**src/rtl/split2_pkg.sv**
```systemverilog
// Shared state types and pointer-width helper for the 2-way retire splitter.
package split2_pkg;

  typedef enum logic {IN_RDY = 1'b0, IN_HOLD = 1'b1} in_state_t;
  typedef enum logic {OUT_IDLE = 1'b0, OUT_WAIT = 1'b1} out_state_t;

  function automatic int ptr_width(input int depth);
    return $clog2(depth) + 1;
  endfunction

endpackage

```
**src/rtl/split2_chan_q.sv**
```systemverilog
// One output channel: QDEPTH-entry queue plus drive/free handshake FSM.
// state    | meaning
// OUT_IDLE | no token offered; drive when queue non-empty
// OUT_WAIT | head offered, waiting for consumer free pulse
module split2_chan_q
  import split2_pkg::*;
#(
  parameter int DATA_WIDTH = 32,
  parameter int QDEPTH     = 2
) (
  input  logic                  clk,
  input  logic                  rst,
  input  logic                  push,
  input  logic [DATA_WIDTH-1:0] push_data,
  input  logic                  free_next,
  output logic                  space,
  output logic                  waiting,
  output logic                  drive,
  output logic [DATA_WIDTH-1:0] data
);

  localparam int AW = $clog2(QDEPTH);
  localparam int PW = ptr_width(QDEPTH);

  logic [DATA_WIDTH-1:0] mem [QDEPTH];
  logic [PW-1:0]         wr_ptr;
  logic [PW-1:0]         rd_ptr;
  logic [DATA_WIDTH-1:0] data_q;
  out_state_t            state;
  logic                  empty;
  logic                  full;
  logic                  pop;

  assign empty   = (wr_ptr == rd_ptr);
  assign full    = (wr_ptr[AW] != rd_ptr[AW]) && (wr_ptr[AW-1:0] == rd_ptr[AW-1:0]);
  assign pop     = (state == OUT_WAIT) && free_next;
  // a pop in the same cycle frees the slot the push lands in
  assign space   = !full || pop;
  assign waiting = (state == OUT_WAIT);
  assign drive   = (state == OUT_IDLE) && !empty;
  assign data    = drive ? mem[rd_ptr[AW-1:0]] : data_q;

  always_ff @(posedge clk or posedge rst) begin
    if (rst) begin
      wr_ptr <= '0;
      rd_ptr <= '0;
      data_q <= '0;
      state  <= OUT_IDLE;
      for (int i = 0; i < QDEPTH; i++) mem[i] <= '0;
    end else begin
      if (push) begin
        mem[wr_ptr[AW-1:0]] <= push_data;
        wr_ptr              <= wr_ptr + 1'b1;
      end
      if (pop) rd_ptr <= rd_ptr + 1'b1;
      case (state)
        OUT_IDLE: if (!empty) begin
          state  <= OUT_WAIT;
          data_q <= mem[rd_ptr[AW-1:0]];
        end
        OUT_WAIT: if (free_next) state <= OUT_IDLE;
        default:  state <= OUT_IDLE;
      endcase
    end
  end

endmodule

```
**src/rtl/c_split2_n_retire_sync.sv**
```systemverilog
// 1-to-2 token splitter with hold register and per-output queues.
// Optional broadcast of bit SEL_BIT+1 when SPLIT2_BCAST_EN is defined.
// state   | meaning
// IN_RDY  | hold register empty, accepting i_drive
// IN_HOLD | token held, waiting for destination queue space
module c_split2_n_retire_sync
  import split2_pkg::*;
#(
  parameter int DATA_WIDTH = 32,
  parameter int SEL_BIT    = 0,
  parameter int QDEPTH     = 2
) (
  input  logic                  clk,
  input  logic                  rst,
  input  logic                  i_drive,
  input  logic [DATA_WIDTH-1:0] i_data,
  output logic                  o_free,
  output logic [1:0]            o_drive_2,
  output logic [DATA_WIDTH-1:0] o_data0,
  output logic [DATA_WIDTH-1:0] o_data1,
  input  logic [1:0]            i_freeNext_2,
  output logic                  o_err
);

  in_state_t             in_state;
  logic [DATA_WIDTH-1:0] hold;
  logic [1:0]            dest;
  logic [1:0]            space;
  logic [1:0]            push;
  logic [1:0]            waiting;
  logic                  accept;
  logic                  err_now;

  always_comb begin
    dest = hold[SEL_BIT] ? 2'b10 : 2'b01;
`ifdef SPLIT2_BCAST_EN
    if (hold[SEL_BIT+1]) dest = 2'b11;
`endif
    // broadcast only proceeds when every destination can take it at once
    accept = (in_state == IN_HOLD) && ((space & dest) == dest);
    push   = accept ? dest : 2'b00;
  end

  assign o_free  = accept;
  assign err_now = (i_drive && (in_state == IN_HOLD)) || |(i_freeNext_2 & ~waiting);

  always_ff @(posedge clk or posedge rst) begin
    if (rst) begin
      in_state <= IN_RDY;
      hold     <= '0;
      o_err    <= 1'b0;
    end else begin
      if (err_now) o_err <= 1'b1;
      case (in_state)
        IN_RDY: if (i_drive) begin
          hold     <= i_data;
          in_state <= IN_HOLD;
        end
        IN_HOLD: if (accept) in_state <= IN_RDY;
        default: in_state <= IN_RDY;
      endcase
    end
  end

  split2_chan_q #(.DATA_WIDTH(DATA_WIDTH), .QDEPTH(QDEPTH)) u_chan0 (
    .clk       (clk),
    .rst       (rst),
    .push      (push[0]),
    .push_data (hold),
    .free_next (i_freeNext_2[0]),
    .space     (space[0]),
    .waiting   (waiting[0]),
    .drive     (o_drive_2[0]),
    .data      (o_data0)
  );

  split2_chan_q #(.DATA_WIDTH(DATA_WIDTH), .QDEPTH(QDEPTH)) u_chan1 (
    .clk       (clk),
    .rst       (rst),
    .push      (push[1]),
    .push_data (hold),
    .free_next (i_freeNext_2[1]),
    .space     (space[1]),
    .waiting   (waiting[1]),
    .drive     (o_drive_2[1]),
    .data      (o_data1)
  );

endmodule
```
**config.mk**
```make
export PLATFORM = sky130hd
export DESIGN_NAME = c_split2_n_retire_sync
export DESIGN_NICKNAME = d
export VERILOG_FILES = /design/src/rtl/split2_pkg.sv /design/src/rtl/split2_chan_q.sv /design/src/rtl/c_split2_n_retire_sync.sv
export SDC_FILE = /design/constraint.sdc
export NUM_CORES = 1
export LEC_CHECK = 0
export ABC_AREA = 1
export CORE_AREA = 3 3 103 204
export CTS_BUF_LIST = sky130_fd_sc_hd__clkbuf_4
export CTS_CLUSTER_SIZE = 16
export DETAILED_ROUTE_END_ITERATION = 7
export DIE_AREA = 0 0 106 207
export GPL_TIMING_DRIVEN = 1
export HOLD_SLACK_MARGIN = 0.08
export PLACE_DENSITY_LB_ADDON = 0.1
export SLEW_MARGIN = 25
export SYNTH_ARGS = -nofsm -noshare
export SYNTH_HDL_FRONTEND = slang
export SYNTH_HIERARCHICAL = 1
export SYNTH_SLANG_ARGS = --single-unit
export TNS_END_PERCENT = 1
```
**constraint.sdc**
```tcl
create_clock -name clk -period 9.7 [get_ports clk]
set_clock_uncertainty 0.1 [all_clocks]
set_input_delay 1.94 -clock clk [delete_from_list [all_inputs] [get_ports clk]]
set_output_delay 1.94 -clock clk [all_outputs]
set_load 0.02 [all_outputs]
```
## Yosys cells after proc, flatten, opt, wreduce, memory -nomap -nowiden

Cells that the tools add are included.

| word-level totals | value |
|---|---|
| word-level logic and storage cells | 90 |
| register bits | 236 |
| output and inout port bits | 68 |
| input bits | 37 |

| operators by class | value |
|---|---|
| $add $sub $neg | 4 |
| reductions and logical operators | 21 |
| equal/unequal tests | 7 |
| bitwise logic cells | 12 |
| order comparisons | 6 |
| muxes and demuxes | 25 |

Operator list:

| cell | count |
|---|---|
| 2-to-1 mux 32 bit | 10 |
| bitwise mux 64 bit | 2 |
| demux 32 bit (select 1 bit) | 2 |
| logical AND 1 bit | 10 |
| adder 2 x 1 -> 2 bit (second input constant) | 4 |
| >= comparator 2 bit (second input constant) | 4 |
| inverter 1 -> 2 bit | 4 |
| equality test 2 bit | 3 |
| 2-to-1 mux 1 bit | 6 |
| case mux 1 bit (2 select lines) | 3 |
| AND reduction 2 bit | 3 |
| inverter 1 bit | 5 |
| AND 2 bit | 2 |
| zero test 1 bit | 4 |
| < comparator 2 x 1 -> 1 bit (second input constant) | 2 |
| 2-to-1 mux 2 bit | 2 |
| logical OR 1 bit | 3 |
| equality test 1 bit | 2 |
| inequality test 1 bit | 2 |
| inverter 2 bit | 1 |
| OR reduction 2 bit | 1 |

## Depth between registers and ports, before layout

Gate-level depths: netlist of run 1.

| logic depth | value |
|---|---|
| depth in word-level cells | 9 |
| mapped depth | 12 |
| mapped depth without buffers | 9 |

## By module

The synthesis of run 1 kept the hierarchy.

By module, submodules not included:

| module | sequential area each (um^2) | cells an instance | instances | area each (um^2) |
|---|---|---|---|---|
| split2_chan_q | 2,527.4 | 540 | 2 | 4,425.5 |
| c_split2_n_retire_sync | 850.8 | 161 | 1 | 1,463.9 |

## Least setup slack after synthesis of run 1

No wires, ideal clock.

| timing path | value |
|---|---|
| path type | in2out |
| start point | in i_freeNext_2[1] |
| end point | out o_free |
| arrival time | 2.537 ns |
| buffers on the path | 0 |
| setup slack | 5.123 ns |
| data required time | 7.660 ns |
| stages on the path | 4 |
| cells stage by stage | nand2_1 > nand4_1 > nand2_1 > a21oi_1 |

| between the ends | value |
|---|---|
| cells in the longest elaborated chain, start to end | 5 |

Ends and longest elaborated chain:

| element | RTL line | text |
|---|---|---|
| from (decl) | c_split2_n_retire_sync.sv:21 | `input logic [1:0] i_freeNext_2,` |
| logical AND 1 bit | split2_chan_q.sv:36 | `assign pop = (state == OUT_WAIT) && free_next;` |
| logical OR 1 bit | split2_chan_q.sv:38 | `assign space = !full \|\| pop;` |
| via space[1] | c_split2_n_retire_sync.sv:28 | `logic [1:0] space;` |
| AND 2 bit | c_split2_n_retire_sync.sv:40 | `accept = (in_state == IN_HOLD) && ((space & dest) == dest);` |
| equality test 2 bit | c_split2_n_retire_sync.sv:40 |  |
| logical AND 1 bit | c_split2_n_retire_sync.sv:40 |  |
| to (decl) | c_split2_n_retire_sync.sv:17 | `output logic o_free,` |

The timed path passes the listed nets, and every way through them passes these cells.

## Worst setup path after layout of run 1

Ends and elaborated chain as after synthesis.

==> flow_summary.ini, run 1 <==
[status]
outcome = finished clean

[timing]
fin_crit_sh_pct = 58.2
tightest_slew_ns = 0.916
drv_slew = 0
hold_viol = 0
relSlewSlack_pct = 38.9
setup_slack_ns = 4.06
rsz0062_at_grt = false
setup_viol = 0
fmax_mhz = 177
min_period_ns = 5.64
setup_tns_ns = 0

[layout]
fin_nets = 1374
final_common_cell = nand2_1
layout-drive-gt1-share_pct = 8.06
most-common-layout-cells = 585 x nand2_1, 236 x dfrtp_1, 104 x clkdlybuf4s50_1
ff_latch_area_um2 = 5910
syn_to_final_growth_pct = 15.5
multi_input_area_um2 = 3670
fillers = 1862
layout.cells.non_filler = 1627

[logic_synthesis]
yosysWarnings = 6
synth-xor-area-share_pct = 0.509
synth_top_family_by_area = simple AND/OR/NAND/NOR gates
synth_area_um2 = 10300
synth_simple_gate_area_share_pct = 28.3
ys_seq_area_share_pct = 57.3
synth_compound_area_share_pct = 6.50
syn_inst = 1241
synth_mux_area_share_pct = 0
syn-num-nets = 1278
ys_seq_elements = 236
post_synth_fa_ha_maj_area_fraction_pct = 0
synth_cell_types = 23
avgSynthCellArea_um2 = 8.31

[power_and_ir_drop]
p_per_area_nw_per_um2 = 360
ir_worst_vdd_mv = 0.184
p_leak_nw = 6.52

[setup_path]
cp-startpoint = i_freeNext_2[1]
slowest_delay_ns = 0.63
crit_end = o_free
critPathTopFamily = buffers and inverters
worst-path-max-fanout = 4
cp_num_cells = 6
worstSetupPathType = primary input to output port
worst_ep_required_time_ns = 7.66
r2r_slack_ns = 6.86
worstReg2RegStart = u_chan1/rd_ptr[0]
worst-path-buf-inv = 2
reg2reg_to = u_chan1/mem[52]
crit_arrival_ns = 3.60
worstPathCellList = clkdlybuf4s50_1 -> nand2_1 -> nand4_1 -> nand2_1 -> a21oi_1 -> clkdlybuf4s50_1
setup.worst_path.start_class = primary input
reg2reg_depth = 10
crit_slowest_cell = clkdlybuf4s50_1
endpoint_kind = output port

[job]
timing.max_cap.violations = 0

[drt]
vias = 8062
wirelength_um = 22500
viasPerCell = 4.96
drc = 0
ant_nets = 0
drtIter0Drc = 452
drt-pass1-iter-count = 5
wl_per_cell_um = 13.8

[floorplan]
io_pins = 105
rows = 73
die_y_um = 207
die-area_um2 = 21900
initial_utilization_pct = 52.3
core_um2 = 19700
die_x_um = 106

[placed_design]
port_buffers = 104
gp_congestion = 0.759
dpl.hpwl_um = 15000
dp_cells = 1546
dp_slack_ns = 4.05

[clocking]
numCtsBuffers = 51
tritoncts = done
cts_buffer_depth = 3
cts_setup_buffers = 0
clock_latency_ns = 0.65
postCtsHoldBufs = 0
root_buffer = clkbuf_4
cts.sinks = 236
cts_max_level = 2
ctsResizeCount = 0
clk_pin_slew_ns = 0.06

[global_route]
grt_pass1_wl_um = 38800
grt_usage_pct = 21.2
antenna_found_initial = 1
grt_overflow_total = 0
grt_start_max_net_pins = 73
grt_pass1_vias = 8030

[worst_hold_path]
hp-class = flip-flop to flip-flop
## state kept, by name, indices dropped and copies added, names as in the netlist, 32 cells and up
name	count
hold	32
u_chan0/data_q	32
u_chan0/mem	64
u_chan1/data_q	32
u_chan1/mem	64
## cells by family after synthesis
family | after synthesis
AO/OA/AOI/OAI | 134
XOR/XNOR | 6
buffers and inverters | 154
flip-flops | 236
AND/OR/NAND/NOR | 711
## power by group
group | switching (W) | total [W] | internal (W) | leakage, nW
sequential | 0.000235 | 0.00162 | 0.00139 | 3.02
clock | 0.000357 | 0.000701 | 0.000343 | 0.344
combinational | 0.00125 | 0.00197 | 0.000715 | 3.16
total | 0.00185 | 0.00429 | 0.00244 | 6.52
## worst min-delay path by stage
stage / from / to / cells after the start
3_5_place_dp: u_chan0/data_q[17] / u_chan0/data_q[17] / 2
6_report: u_chan0/data_q[28] / u_chan0/data_q[28] / 2
3_3_place_gp: u_chan0/data_q[14] / u_chan0/data_q[14] / 2
2_1_floorplan: u_chan0/data_q[0] / u_chan0/data_q[0] / 2
5_1_grt: u_chan1/data_q[26] / u_chan1/data_q[26] / 2
4_1_cts: u_chan0/data_q[18] / u_chan0/data_q[18] / 2
## synth_stat cells, drive strengths merged
| master | n | share of area [%] |
|---|---|---|
| clkbuf | 12 | 0.58 |
| buf | 56 | 3.6 |
| nor2 | 4 | 0.15 |
| inv | 86 | 3.2 |
| o21ai | 130 | 6.3 |
| xor2 | 6 | 0.51 |
| nand3 | 99 | 4.8 |
| nand2 | 606 | 23 |
| nand4 | 2 | 0.12 |
| a21oi | 4 | 0.19 |
| dfrtp | 236 | 57 |
## worst register-to-register path: cells and delay by family (launching register included)
kind            cells  cell delay [ns]
buf+inv             4             1.25
flops               1             0.59
simple gates        5             0.56
compound gates      1             0.19
## through the flow
stage	power (W)	hold slack, ns	util (%)	cell area, µm²
after CTS	0.00435	0.368	60.3	11900
after global routing	0.00467	0.387	60.4	11900
after global placement	0.00357	0.348	57.4	11300
after floorplan	0.00301	0.337	-	10300
final	0.00429	0.364	60.4	11900
after detailed placement	0.00363	0.353	57.4	11300
## final cells by class
cell class | instances | share of cell area (%)
multi-input combinational | 851 | 30.8
inverter | 86 | 2.82
tap | 262 | 2.75
clock inverter | 13 | 0.630
antenna | 1 | 0.0210
timing repair buffer | 111 | 9.18
sequential | 236 | 49.6
clock buffer | 67 | 4.22
## routing by layer
layer / global-route usage, % / routed length [µm] / part of all wire (%)
met5: 0 / 0 / 0
met1: 27.8 / 9810 / 44
met2: 35.5 / 11200 / 50
met3: 3.18 / 901 / 4.0
met4: 8.50 / 617 / 2.7
No activity file was read; power rests on OpenSTA's default activity.
==> run 2: changes to the inputs <==
clock period = 5.07 ns   (was 9.7 ns; I/O delays follow)
==> run 2 against run 1 <==
Compared with the run above:
- sequential cell count is the same
- critical path type is now flip-flop to output port
- final cell count grew 0.61%
- critical endpoint is now o_data1[22]
- setup slack lost 3.1 ns
- clock power grew 110%
==> flow_summary.ini, run 2 (synthesis results as in run 1) <==
[power_and_ir_drop]
p_leak_nw = 6.60
power.total_w = 0.00834
ir_worst_vdd_mv = 0.351
p_per_area_nw_per_um2 = 694

[worst_hold_path]
hp-class = flip-flop to flip-flop

[global_route]
antenna_found_initial = 1
grt_pass1_vias = 8211
grt_start_max_net_pins = 85
grt_pass1_wl_um = 39600
grt_overflow_total = 0
grt_usage_pct = 21.7

[setup_path]
crit_arrival_ns = 2.98
setup.worst_path.start_class = flip-flop
worstSetupPathType = flip-flop to output port
worst_ep_required_time_ns = 3.96
endpoint_kind = output port
worst-path-max-fanout = 34

[timing]
setup_slack_ns = 0.980
tightest_slew_ns = 0.946
min_period_ns = 4.09
fmax_mhz = 244
rsz0062_at_grt = false
setup_tns_ns = 0
fin_crit_sh_pct = 80.7
relSlewSlack_pct = 36.8
setup_viol = 0
drv_slew = 0
hold_viol = 0

[job]
timing.max_cap.violations = 0

[placed_design]
port_buffers = 104
gp_congestion = 0.757
dp_slack_ns = 1.25
dpl.hpwl_um = 15100
dp_cells = 1547

[floorplan]
die-area_um2 = 21900
initial_utilization_pct = 52.3
io_pins = 105
die_x_um = 106
core_um2 = 19700
rows = 73
die_y_um = 207

[layout]
layout.cells.non_filler = 1637
utilization_pct = 61.0
syn_to_final_growth_pct = 16.6
final_common_cell = nand2_1
largestRegisters = u_chan0/mem x64, u_chan1/mem x64
fin_nets = 1375
layout-drive-gt1-share_pct = 9.32
most-common-layout-cells = 585 x nand2_1, 236 x dfrtp_1, 104 x clkdlybuf4s50_1

[clocking]
cts_setup_buffers = 0
cts.sinks = 236
cts_max_level = 2
postCtsHoldBufs = 0
clock_latency_ns = 0.64
numCtsBuffers = 51
tritoncts = done
ctsResizeCount = 0
cts_buffer_depth = 3
root_buffer = clkbuf_4
clk_pin_slew_ns = 0.07

[drt]
vias = 8012
viasPerCell = 4.89
drt-pass1-iter-count = 5
drtIter0Drc = 353
wl_per_cell_um = 13.8
drc = 0
wirelength_um = 22500
ant_nets = 0

[status]
outcome = finished clean
[run 2: final cells by class]
type,instances,area [µm²]
diodes,1,2.50
clock buffers,83,623
clock inverters,6,50.0
fillers,1864,7700
inverters,86,338
multi-input cells,851,3670
flip-flops and latches,236,5910
well taps,262,328
repair buffers,112,1110
[run 2: per-layer routing]
layer	track usage (%)	share of wire, %
met3	2.81	3.8
met5	0	0
met4	8.41	2.7
met2	36.5	50
met1	28.6	44
[run 2: worst paths after layout]
| check | start | end | slack [ns] | cells after the start |
|---|---|---|---|---|
| worst max-delay path | u_chan1/rd_ptr[0] | o_data1[22] | 0.98 | 8 |
| max in group asynchronous | rst | u_chan0/data_q[30] | 3.18 | 3 |
| worst min register to register | u_chan0/data_q[9] | u_chan0/data_q[9] | 0.36 | 2 |
| worst max register to register | u_chan1/rd_ptr[0] | u_chan1/mem[36] | 2.30 | 10 |
| min in group asynchronous | rst | hold[8] | 0.87 | 3 |
| worst min-delay path | u_chan0/data_q[9] | u_chan0/data_q[9] | 0.36 | 2 |
[run 2: stage by stage]
stage                     hold WS [ns]  instance area (µm²)
after floorplan                  0.337                10300
after global placement           0.348                11300
after detailed placement         0.353                11300
after CTS                        0.370                12000
after global routing             0.389                12000
final                            0.364                12000
[run 2: critical path, cell delays in order, from the launching register on]
cell and delay (ns):
dfrtp_1 0.39, buf_4 0.41, nand2_1 0.17, nand2_4 0.13, nand2_8 0.17, nand2_8 0.25
nand2_1 0.10, nand2_1 0.10, clkdlybuf4s50_1 0.61
[run 2: report_power, final]
part | switching (W) | internal [W]
Combinational | 0.00241 | 0.00138
Clock | 0.000679 | 0.000785
Sequential | 0.000438 | 0.00265
Total | 0.00353 | 0.00481
==> run 3: changes to the inputs <==
clock period = 3.7 ns   (was 5.07 ns; I/O delays follow)
==> run 3 against run 2 <==
Compared with the run above:
- cell area increased by 0.99%
- sequential power increased by 38%
- routed wire length increased by 1.5%
- combinational power increased by 40%
- setup slack got worse by 0.81 ns
- via count increased by 0.77%
- non-clock buffer count increased by 5
==> flow_summary.ini, run 3 (synthesis results as in run 1) <==
[floorplan]
die_x_um = 106
rows = 73
die_y_um = 207
initial_utilization_pct = 52.3
io_pins = 105
die-area_um2 = 21900
core_um2 = 19700

[drt]
drtIter0Drc = 343
vias = 8074
viasPerCell = 4.91
wl_per_cell_um = 13.9
drt-pass1-iter-count = 5
wirelength_um = 22900
drc = 0
ant_nets = 0

[setup_path]
cp_common_cell = nand2_1
worst_ep_required_time_ns = 2.86
cp_num_cells = 8
worstPathCellList = buf_12 -> nand2_1 -> nand2_4 -> nand2_8 -> nand2_8 -> nand2_1 -> nand2_1 -> clkdlybuf4s50_1
slowest_delay_ns = 0.60
setup.worst_path.start_class = flip-flop
reg2reg_depth = 10
worstSetupPathType = flip-flop to output port
worst-path-buf-inv = 2
crit_slowest_cell = clkdlybuf4s50_1
endpoint_kind = output port
crit_arrival_ns = 2.69
worst-path-max-fanout = 34
critPathTopFamily = buffers and inverters
worstReg2RegStart = u_chan0/rd_ptr[0]
cp-startpoint = u_chan0/rd_ptr[0]

[global_route]
grt_pass1_vias = 8219
grt_start_max_net_pins = 65
use_met1_pct = 28.4
grt_usage_pct = 21.9
antenna_found_initial = 2
globalRouteMet2Util_pct = 36.7
gr-usage-met3_pct = 3.21
top_usage_layer = met2
grt_overflow_total = 0
grt_pass1_wl_um = 39900

[power_and_ir_drop]
internal-power_w = 0.00656
switching_share_pct = 42.8
comb_power_share_pct = 46.2
p_leak_nw = 6.75
clockPowerShare_pct = 16.7
switching_power_w = 0.00492
p_per_area_nw_per_um2 = 945
ir_worst_vdd_mv = 0.487
seqPwrFrac_pct = 37.0

[clocking]
cts_max_level = 2
cts.sinks = 236
tritoncts = done
root_buffer = clkbuf_4
clk_pin_slew_ns = 0.07
clock_latency_ns = 0.64
numCtsBuffers = 52
postCtsHoldBufs = 0
cts_buffer_depth = 3

[worst_hold_path]
hp-class = flip-flop to flip-flop
hp-start = u_chan0/data_q[2]
hold_depth = 2

[timing]
fmax_mhz = 283
drv_slew = 0
setup_slack_ns = 0.170
hold_viol = 0
worst_hold_slack_ns = 0.363
relSlewSlack_pct = 44.3
rsz0062_at_grt = true
fin_crit_sh_pct = 95.4
min_period_ns = 3.53
tightest_slew_ns = 0.832
setup_viol = 0

[layout]
most-common-layout-cells = 585 x nand2_1, 235 x dfrtp_1, 99 x nand3_1
fillers = 1862
syn_to_final_growth_pct = 17.8
final_common_cell = nand2_1
layout-drive-gt1-share_pct = 9.49
fin_nets = 1383
largestRegisters = u_chan0/mem x64, u_chan1/mem x64

[placed_design]
gp_congestion = 0.767
port_buffers = 104
dpl.hpwl_um = 15400
dp_slack_ns = 0.399

[job]
timing.max_cap.violations = 0

[status]
outcome = finished clean
==> run 3: per-layer routing <==
metal / part of all wire [%] / vias up
met3: 3.8 / 40
met1: 42 / 3769
met4: 3.0 / 0
met2: 51 / 170
li1: - / 4095
met5: 0 / -
==> run 3: worst register-to-register path: stages, from the launching register on <==
cell	delay, ns
dfrtp_2	0.45
buf_12	0.22
nand2_1	0.13
nand2_4	0.11
nand4_1	0.11
nand3_1	0.10
inv_1	0.08
nand2_2	0.46
buf_12	0.27
nand2_1	0.08
o21ai_0	0.08
==> run 3: worst paths after layout <==
path                                      end  slack [ns]
max                               o_data0[23]        0.17
min                         u_chan0/data_q[2]        0.36
max reg2reg                    u_chan0/mem[5]        1.41
min reg2reg                 u_chan0/data_q[2]        0.36
max in group asynchronous  u_chan1/data_q[23]        2.18
min in group asynchronous     u_chan0/mem[40]        0.46
==> run 3: power by group through the flow <==
stage               clock, W  combinational (W)  sequential (W)
global route         0.00212            0.00603         0.00438
floorplan                  0            0.00381         0.00409
detailed placement         0            0.00527         0.00428
global placement           0            0.00517         0.00425
CTS                  0.00201            0.00535         0.00424
finish               0.00192            0.00530         0.00425
==> run 3: layout make-up <==
class / count / area [µm²] / share of cell area, %
clock inverter: 9 / 35.0 / 0.288
tap: 262 / 328 / 2.70
antenna: 2 / 5.00 / 0.0412
multi-input combinational: 853 / 3690 / 30.4
clock buffer: 80 / 601 / 4.94
sequential: 236 / 5910 / 48.6
inverter: 86 / 340 / 2.80
timing repair buffer: 117 / 1240 / 10.2
==> run 3: timing repair <==
action / CTS / global route
setup buffers: 0 / 0
endpoints found under the hold margin: 0 / 0
setup endpoints to repair: 33 / 63
gates cloned: 1 / 1
resized for setup: 5 / 14
==> run 3: per-stage QoR <==
stage               power [W]  TNS [ns]  instance area [µm²]  cells  utilization [%]
floorplan             0.00790         0                10300   1241                -
global placement      0.00942         0                11400   1552             57.9
detailed placement    0.00955         0                11400   1552             57.9
CTS                    0.0116  -0.00386                12100   1642             61.3
global route           0.0125   -0.0992                12100   1645             61.6
finish                 0.0115         0                12100   1645             61.6
==> variant (settings of run 3) <==
Register the output `o_data1`, with the module's reset; this adds one clock of latency there. The other outputs are not delayed to match.
--- a/src/rtl/c_split2_n_retire_sync.sv
+++ b/src/rtl/c_split2_n_retire_sync.sv
@@ -22,4 +22,6 @@
   output logic                  o_err
 );
+
+  logic [DATA_WIDTH-1:0] o_data1_d;
 
   in_state_t             in_state;
@@ -84,6 +86,14 @@
     .waiting   (waiting[1]),
     .drive     (o_drive_2[1]),
-    .data      (o_data1)
+    .data      (o_data1_d)
   );
 
+  always_ff @(posedge clk or posedge rst) begin
+    if (rst) begin
+      o_data1 <= '0;
+    end else begin
+      o_data1 <= o_data1_d;
+    end
+  end
+
 endmodule
Check against the original RTL: not equivalent (a bounded check fails within 4 cycles, from zero or initial values and one cycle with rst high).
==> variant against run 3 <==
Total power is 1.5% higher. First-iteration DRC count rose by 6.4%. Wire length rose by 2.2%. Worst setup slack better by 0.072 ns. Core utilization rose by 3.7 points. Area after synthesis up 7.3%. Non-clock buffer count rose by 2. Sequential cell count increased by 32. Cell area grew 6.0%. Synthesized cell count grew 2.6%. Sequential share of layout area grew 3.5 points. Clock power is 9% higher.
==> variant: results <==
set metrics [dict create \
    power.leakage_nw 7.04 \
    cpLargestDelayFamily "simple AND/OR/NAND/NOR gates" \
    global_route.usage.total_pct 22.5 \
    global_route_wire_length_before_repair_um 40900 \
    worst_pin_slew_ns 0.765 \
    internal_power_mw 6.83 \
    synthXorXnorAreaFrac_pct 0.475 \
    clock.fmax_mhz 289 \
    n_fill_cell 1803 \
    synth_common_cells "sky130_fd_sc_hd__nand2_1 (597), sky130_fd_sc_hd__dfrtp_1 (268), sky130_fd_sc_hd__nand3_1 (99)" \
    place.detailed.hpwl_um 15900 \
    cts-buffers-inserted 57 \
    route.met2.wl_um 11800 \
    power-per-cell-area_mw_per_mm2 905 \
    arr_time_crit_path_ns 2.62 \
    routed_wirelength_um 23400 \
    final-instance-count-excl-fill 1690 \
    place_ws_ns 0.403 \
    peakVddDrop_mv 0.506 \
    wl_met1_um 10200 \
    yosysUniqueCellTypes 22 \
    worst_r2r_startpoint "u_chan1/rd_ptr[0]" \
    outcome "finished, final reports clean" \
    synth_seq_area_share_pct 60.6 \
    postSynthAreaPerCell_um2 8.69 \
    weighted_congestion_at_the_end_of_routability_driven_global_placement 0.801 \
    dr_total_vias 8385 \
    drive_above_1_share_pct 8.97 \
    rrSetupSlack_ns 1.11 \
    final_nets 1420 \
    placedCellCount 1586 \
]
-- variant: cell count changes after synthesis --
| cell | change |
|---|---|
| sky130_fd_sc_hd__inv_4 | -1 |
| sky130_fd_sc_hd__nand2_1 | +9 |
| sky130_fd_sc_hd__dfrtp_1 | +32 |
| sky130_fd_sc_hd__buf_12 | -1 |
| sky130_fd_sc_hd__buf_2 | +2 |
| sky130_fd_sc_hd__nand2_4 | +1 |
| sky130_fd_sc_hd__inv_2 | +1 |
| sky130_fd_sc_hd__nand2_8 | -1 |
| sky130_fd_sc_hd__buf_4 | -1 |
| sky130_fd_sc_hd__nand2_2 | -9 |
-- variant: layout make-up --
class | count | area share (%)
Tap cell | 262 | 2.55
Inverter | 86 | 2.58
Clock buffer | 80 | 4.66
Antenna cell | 1 | 0.0194
Clock inverter | 23 | 0.729
Multi-Input combinational cell | 851 | 28.1
Sequential cell | 268 | 52.1
Timing Repair Buffer | 119 | 9.25
-- variant: metal layers --
metal / vias to the layer above / track usage [%]
met5: - / 0
met1: 3959 / 30.0
met4: 0 / 8.14
met3: 32 / 3.55
met2: 179 / 37.5
li1: 4215 / -
-- variant: cell families after synthesis --
kind of cell	Yosys count
DFF	268
and+or+nand+nor	711
buffers and inverters	154
AOI/OAI and AO/OA	134
xor gates and xnor gates	6
-- variant: power by group through the flow --
stage	Clock, mW	Sequential [mW]	Combinational, mW
6_report	2.09	4.74	4.82
5_1_grt	2.33	4.88	5.51
4_1_cts	2.18	4.74	4.90
3_5_place_dp	0	4.78	4.87
3_3_place_gp	0	4.76	4.75
2_1_floorplan	0	4.74	3.46
-- variant: tightest hold or removal path: cells and delay by family (launching register included) --
family / cells / cell delay, ns
flip-flops: 1 / 0.32
AND/OR/NAND/NOR: 2 / 0.11
